File: src/rtl/hazard_scheduler.sv
// Batch hazard scheduler: loads eight instruction bytes, then walks every
// (older, younger) pair inside WINDOW through one comparator and reports RAW/WAR/WAW results.
module hazard_scheduler #(
  parameter int WINDOW = 2
) (
  input  logic       clk,
  input  logic       reset,
  input  logic       start,
  input  logic [7:0] instr_in,
  input  logic       instr_valid,
  output logic       instr_ready,
  output logic       busy,
  output logic       done,
  output logic [7:0] hazard_reg,
  output logic [2:0] hazard_type,
  output logic [3:0] hazard_cnt,
  output logic [1:0] fsm_state
);

  typedef enum logic [1:0] {IDLE = 2'd0, LOAD = 2'd1, CHECK = 2'd2, DONE = 2'd3} state_t;

  // Handshake: an instruction transfers on a rising edge where instr_valid and
  // instr_ready are both high; instr_ready is high only in LOAD.
  state_t state, state_nxt;

  logic [5:0] mem [8];
  logic [2:0] idx;
  logic [2:0] cj;
  logic [1:0] cd;
  logic [7:0] wreg;
  logic [2:0] wtype;
  logic [3:0] wcnt;

  logic       unused_op_bits;
  logic [5:0] older, younger;
  logic       raw, war, waw, hit;
  logic [1:0] d_max;
  logic       pair_last_d, last_cmp;
  logic [7:0] wreg_upd;
  logic [2:0] wtype_upd;
  logic [3:0] wcnt_upd;

  // The op field plays no part in hazard detection.
  assign unused_op_bits = ^instr_in[7:6];

  assign older   = mem[cj - 3'(cd)];
  assign younger = mem[cj];

  assign raw = (older[5:4] == younger[3:2]) || (older[5:4] == younger[1:0]);
  assign war = (younger[5:4] == older[3:2]) || (younger[5:4] == older[1:0]);
  assign waw = (older[5:4] == younger[5:4]);
  assign hit = raw | war | waw;

  // Instruction 1 has only one older neighbour, whatever the window.
  assign d_max       = (WINDOW == 1 || cj == 3'd1) ? 2'd1 : 2'd2;
  assign pair_last_d = (cd == d_max);
  assign last_cmp    = (cj == 3'd7) && pair_last_d;

  assign wreg_upd  = wreg | ({7'd0, hit} << cj);
  assign wtype_upd = wtype | (hit ? {raw, war, waw} : 3'b000);
  assign wcnt_upd  = wcnt + {3'd0, hit};

  assign instr_ready = (state == LOAD);
  assign busy        = (state != IDLE);
  assign done        = (state == DONE);
  assign fsm_state   = state;

  always_ff @(posedge clk) begin
    if (reset) state <= IDLE;
    else       state <= state_nxt;
  end

  always_comb begin
    state_nxt = state;
    case (state)
      IDLE:    if (start) state_nxt = LOAD;
      LOAD:    if (instr_valid && idx == 3'd7) state_nxt = CHECK;
      CHECK:   if (last_cmp) state_nxt = DONE;
      DONE:    state_nxt = IDLE;
      default: state_nxt = IDLE;
    endcase
  end

  always_ff @(posedge clk) begin
    if (reset) begin
      for (int k = 0; k < 8; k++) mem[k] <= '0;
      idx         <= '0;
      cj          <= 3'd1;
      cd          <= 2'd1;
      wreg        <= '0;
      wtype       <= '0;
      wcnt        <= '0;
      hazard_reg  <= '0;
      hazard_type <= '0;
      hazard_cnt  <= '0;
    end else begin
      case (state)
        IDLE: begin
          if (start) begin
            idx   <= '0;
            cj    <= 3'd1;
            cd    <= 2'd1;
            wreg  <= '0;
            wtype <= '0;
            wcnt  <= '0;
          end
        end
        LOAD: begin
          if (instr_valid) begin
            mem[idx] <= instr_in[5:0];
            idx      <= idx + 3'd1;
          end
        end
        CHECK: begin
          wreg  <= wreg_upd;
          wtype <= wtype_upd;
          wcnt  <= wcnt_upd;
          if (pair_last_d) begin
            cj <= cj + 3'd1;
            cd <= 2'd1;
          end else begin
            cd <= cd + 2'd1;
          end
          // Publish including the final pair's contribution.
          if (last_cmp) begin
            hazard_reg  <= wreg_upd;
            hazard_type <= wtype_upd;
            hazard_cnt  <= wcnt_upd;
          end
        end
        default: ;
      endcase
    end
  end

endmodule
File: config.mk
export PLATFORM = sky130hd
export DESIGN_NAME = hazard_scheduler
export DESIGN_NICKNAME = d
export VERILOG_FILES = /design/src/rtl/hazard_scheduler.sv
export SDC_FILE = /design/constraint.sdc
export NUM_CORES = 1
export LEC_CHECK = 0
export BUFFER_PORTS_ARGS = -buffer_cell sky130_fd_sc_hd__buf_2
export CAP_MARGIN = 20
export CORE_ASPECT_RATIO = 0.9
export CORE_UTILIZATION = 50
export DETAILED_ROUTE_END_ITERATION = 12
export PLACE_DENSITY = 0.65
export SLEW_MARGIN = 20
export SYNTH_ARGS = -nofsm -noshare
export SYNTH_HDL_FRONTEND = slang
export SYNTH_SLANG_ARGS = --single-unit
File: constraint.sdc
create_clock -name clk -period 4.87 [get_ports clk]
set_input_delay 1.2175 -clock clk [delete_from_list [all_inputs] [get_ports clk]]
set_output_delay 1.2175 -clock clk [all_outputs]
set_load 0.005 [all_outputs]
[Word level (Yosys, flattened, before mapping)]
Memories as Yosys holds them, arrays and structs flattened. A register that Yosys moved wholly into a read port is not among the register bits.
Cells that the tools add are included.
Operators by class
  add/subtract/negate cells: 5
  eq/ne operators: 17
  shift operators: 1
  mux-type cells: 30
  bitwise gates (word level): 4
  reductions and logical operators: 14
Operators with widths (number)
  $mux W3: 8
  $pmux W3 S2: 3
  $pmux W8 S2: 1
  $eq A2 B2 Y1: 6
  $mux W2: 5
  $reduce_and A3 Y1: 3
  $mux W8: 1
  $ne A2 B2 Y1 const B: 4
  $or A8 B8 Y8: 1
  $pmux W2 S4: 1
  $pmux W4 S2: 1
  $shl A1 B3 Y8: 1
  $mux W1: 7
  $add A3 B1 Y3 const B: 2
  $eq A3 B3 Y1 const B: 2
  $mux W6: 1
  $reduce_bool A2 Y1: 3
  $reduce_or A6 Y1: 1
  $add A4 B1 Y4: 1
  $eq A2 B2 Y1 const B: 2
  $mux W4: 1
  $pmux W2 S2: 1
  $reduce_and A2 Y1: 2
  $eq A3 B1 Y1 const B: 1
  9 further kinds: 12
Word-level totals
  register bits after elaboration: 40
  memory bits (writable): 48
  input port bits: 12
  memories: 1
Memories
  mem: depth 8, bits a word 6, read ports 2, clocked after Yosys merged registers in 1, wr ports 8, line 26  | logic [5:0] mem [8];

[Depth between registers and ports, before layout]
An unclocked memory read counts as a cell.
  depth in word-level cells: 9
  depth in mapped cells: 19

[Worst setup path before layout]
OpenSTA, ideal clock, no wires.
  path type: register to register
  start: reg cj[0]
  end: reg wcnt[2]
  setup time: 0.128 ns
  arrival time: 3.619 ns
  data required time: 4.742 ns
  setup slack: 1.123 ns
  stages on the path, launching flop included: 20
  path buffers: 3
  period minus slack after synthesis: 3.747 ns
  cell sequence: dfxtp_1 > inv_1 > ha_1 > inv_1 > fa_1 > buf_4 > buf_6 > mux2i_1 > mux4_2 > xor2_1 > o22ai_2 > nor3_4 > buf_6 > inv_2 > ha_1 > ha_1 > nand3_1 > o21ai_0 > a22oi_1 > nor2_1
Between the ends
  longest elaborated chain between the ends: 8
  elaborated cells between the ends (all ways): 13
RTL lines
  start, declared: line 28  | logic [2:0] cj;
  start signal, assigned: line 119  | cj <= cj + 3'd1;
  $sub A3 B2 Y3 *: line 46  | assign older = mem[cj - 3'(cd)];
  $mem_v2 Z8 W6 *
  $eq A2 B2 Y1, on equally long branches: line 49, 50
  $logic_or A1 B1 Y1, on equally long branches: line 49, 50
  $or A1 B1 Y1: line 52  | assign hit = raw | war | waw;
  $or A1 B1 Y1 *: line 52
  $add A4 B1 Y4 *: line 61  | assign wcnt_upd = wcnt + {3'd0, hit};
  $pmux W4 S2 *: line 97  | case (state)
  end signal, assigned: line 117  | wcnt <= wcnt_upd;
  end, declared: line 32  | logic [3:0] wcnt;
Every way passes the cells marked *; elsewhere a longest branch is shown, timed or not.
A chain may end at the register's enable or synchronous reset.

[Final worst setup path]
Ends and elaborated chain as after synthesis.

==> results.toml <==
[clocking]
post-cts-setup-buffer-count = 0
htree_levels = 3
root_buffer = "clkbuf_8"
ctsHoldBuffers = 0
cts_resized = 0
clk_pin_slew_ns = 0.10
insertion_delay_ns = 0.37
numCtsBuffers = 9
tritoncts = "yes"
clkSinkCount = 91
cts_max_path_buffers = 2

[synth]
synth_area_um2 = 4780
syn_area_per_cell_um2 = 11.2
synth_area_leaders = "edfxtp_1, dfxtp_1, mux4_2, and2_1, mux2i_1"
synth_top_area_share = 0.301
synth-edff-count = 48
synth_ff_type = "edfxtp_1"
yosys.area.top_type = "edfxtp_1"
yosysWarningCount = 0
synth-async-reset-ratio = 0
ys_types = 47
synth-seq-cells = 91
syn-num-nets = 451
syn_inst = 426
synth.yosys.seq_area_share = 0.481

[min_path]
worstHoldStart = "hazard_cnt[1]$_SDFFE_PP0P_"
hold-path-cell-count = 2
holdPathEnd = "hazard_cnt[1]$_SDFFE_PP0P_"
hold_path_class = "flip-flop to flip-flop"

[floorplan]
die_area_um2 = 9960
fp.dieH_um = 94.8
io_pins = 32
design.core.area_um2 = 9210
rows = 33
initial_utilization = 0.519
die_w_um = 105

[status]
status = "finished clean"

[worst_setup_path]
path_common_cell = "ha_1"
reg2reg_depth = 18
worstPathArrival_ns = 4.21
r2r-start = "cj[0]$_SDFFE_PP1P_"
crit_path_end_kind = "flip-flop"
crit_chain = "buf_4 -> inv_1 -> ha_1 -> inv_1 -> fa_1 -> buf_4 -> mux2i_1 -> mux4_2 -> xor2_1 -> o22ai_2 -> nor3_4 -> inv_2 -> ha_1 -> ha_1 -> nand3_1 -> o21ai_0 -> a22oi_1 -> nor2_1"
cp.required_ns = 5.10
start_kind = "flip-flop"
max_stage_delay_ns = 0.55
critical-path-slowest-cell = "mux4_2"
crit_type = "flip-flop to flip-flop"
r2r_slack_ns = 0.89
worstPathMaxFanout = 24
reg2reg_to = "wcnt[2]$_SDFFE_PP0P_"

[placed_design]
io_buffers = 29
dpl.cell_count = 562
dp_slack_ns = 0.939
gp_congestion = 0.872
dp_hpwl_um = 7100

[job]
cap_violations = 0

[pwr]
max-vdd-ir-drop_uv = 265
p_leak_nw = 1.99
pwr_density_cell_nw_per_um2 = 458

[drt]
first_iter_violations = 176
vias = 3249
dr.pass1.iters = 4
wl_per_cell_um = 17.2
ant_nets = 0
wirelength_um = 9920
drcViolationCount = 0
vias_per_cell = 5.62

[timing]
hold_viol = 0
rsz0062_at_grt = "no"
clock.fmax_ghz = 0.251
fin_crit_sh = 0.817
tightest_slew_ns = 0.959
finalSetupViolCount = 0
fin_setup_tns_ns = 0
maxSlewViolCount = 0
min_period_ns = 3.98
skew_ns = 0.0160
relSlewSlack = 0.359
fin_ws_ns = 0.893

[global_route]
gr-usage-met3 = 0.0566
grtUsageMet1 = 0.309
track_usage = 0.219
antenna_found_initial = 0
grt_max_degree = 44
grtUsageMet2 = 0.338
busiest_layer = "met2"
grt_pass1_vias = 3046
grt-ovfl-total = 0
grt_pass1_wl_um = 16000

[finish]
largest_reg_flops = 48
final_util = 0.568
layout-drive-gt1-share = 0.191
multi_input_area_um2 = 2320
nets = 476
fillers = 781
syn_to_final_growth_pct = 9.34
fin_cells = 578
antenna_cells = 0
seqCellArea_um2 = 2300
[cells in the final DEF (no fill, tap or decap), drive strengths merged, types with 2 or more instances in the layout]
| cell type | instances |
|---|---|
| and2 | 48 |
| edfxtp | 48 |
| dfxtp | 43 |
| nor2 | 42 |
| buf | 34 |
| mux2i | 31 |
| nand2 | 28 |
| a21oi | 21 |
| mux4 | 18 |
| nor3 | 17 |
| o21ai | 17 |
| inv | 13 |
| ha | 12 |
| xor2 | 12 |
| a211oi | 10 |
| clkbuf | 9 |
| or2 | 8 |
| nand3 | 7 |
| nand2b | 5 |
| or3 | 4 |
| a32oi | 3 |
| and3 | 3 |
| xnor2 | 3 |
| nand4 | 3 |
| nor2b | 2 |
| bufinv | 2 |
| clkinvlp | 2 |
| o22ai | 2 |
[worst max-delay path: cells and delay by family (launching register included)]
kind	cells	cell delay, ns
adders and majority gates	4	1.05
muxes	2	0.70
and+or+nand+nor	3	0.35
DFF	1	0.31
xor gates and xnor gates	1	0.23
buffers and inverters	5	0.77
AOI/OAI and AO/OA	3	0.40
[kinds of logic (layout without fill, tap and decap cells)]
logic type      after synthesis  count (layout)  synth area share
simple gates                169             169             0.182
flops                        91              91             0.481
compound gates               58              58            0.0811
mux                          49              49             0.155
buf+inv                      31              61            0.0340
xor+xnor                     15              15            0.0314
fa+ha+maj                    13              13            0.0356
[power breakdown]
part / switching, mW / internal, mW
sequential: 0.0549 / 0.855
clock: 0.292 / 0.297
combinational: 0.529 / 0.369
total: 0.876 / 1.52
[worst max path at each step]
stage | startpoint | endpoint | depth (start not counted)
after floorplan | cj[0]$_SDFFE_PP1P_ | wcnt[2]$_SDFFE_PP0P_ | 19
after global placement | cj[0]$_SDFFE_PP1P_ | wcnt[2]$_SDFFE_PP0P_ | 18
after detailed placement | cj[0]$_SDFFE_PP1P_ | wcnt[2]$_SDFFE_PP0P_ | 18
after CTS | cj[0]$_SDFFE_PP1P_ | wcnt[2]$_SDFFE_PP0P_ | 18
after global routing | cj[0]$_SDFFE_PP1P_ | wcnt[2]$_SDFFE_PP0P_ | 18
final | cj[0]$_SDFFE_PP1P_ | wcnt[2]$_SDFFE_PP0P_ | 18
[synthesized netlist by cell type (2+ instances only)]
library cell	number
buf_2	3
o21ai_0	7
buf_6	3
and2_1	48
o21ai_1	2
a21oi_1	21
dfxtp_1	43
a211oi_1	9
or2_2	8
edfxtp_1	48
buf_4	4
and3_1	3
nand4_1	3
nand3_1	7
or3_1	4
nor2_1	42
mux4_1	3
xor2_1	11
mux4_2	15
inv_1	10
ha_1	12
a32oi_1	3
nor2b_1	2
xnor2_1	3
mux2i_1	30
nand2_1	28
o21ai_2	8
nor3_1	16
nand2b_1	5
clkbuf_1	8
[cell type report]
cell class                 count  area share
multi-input combinational    304       0.443
sequential                    91       0.440
timing repair buffer          34      0.0349
tap                          122      0.0292
clock buffer                   9      0.0237
clock inverter                 7      0.0208
inverter                      11     0.00790
[layer usage]
metal | up-vias | wire length, µm | part of all wire
met2 | 56 | 4510 | 0.45
met4 | 0 | 85 | 0.0086
met5 | - | 0 | 0
met3 | 8 | 381 | 0.038
li1 | 1593 | - | -
met1 | 1592 | 4940 | 0.50
[per-stage QoR]
step | instance area (µm²) | hold WS [ns] | total power, mW
6_report | 5230 | 0.465 | 2.40
5_1_grt | 5230 | 0.494 | 2.54
4_1_cts | 5230 | 0.467 | 2.41
3_5_place_dp | 5000 | 0.451 | 1.82
3_3_place_gp | 5000 | 0.443 | 1.82
2_1_floorplan | 4780 | 0.447 | 1.65
Note: power is estimated with default switching activity, not from simulation.
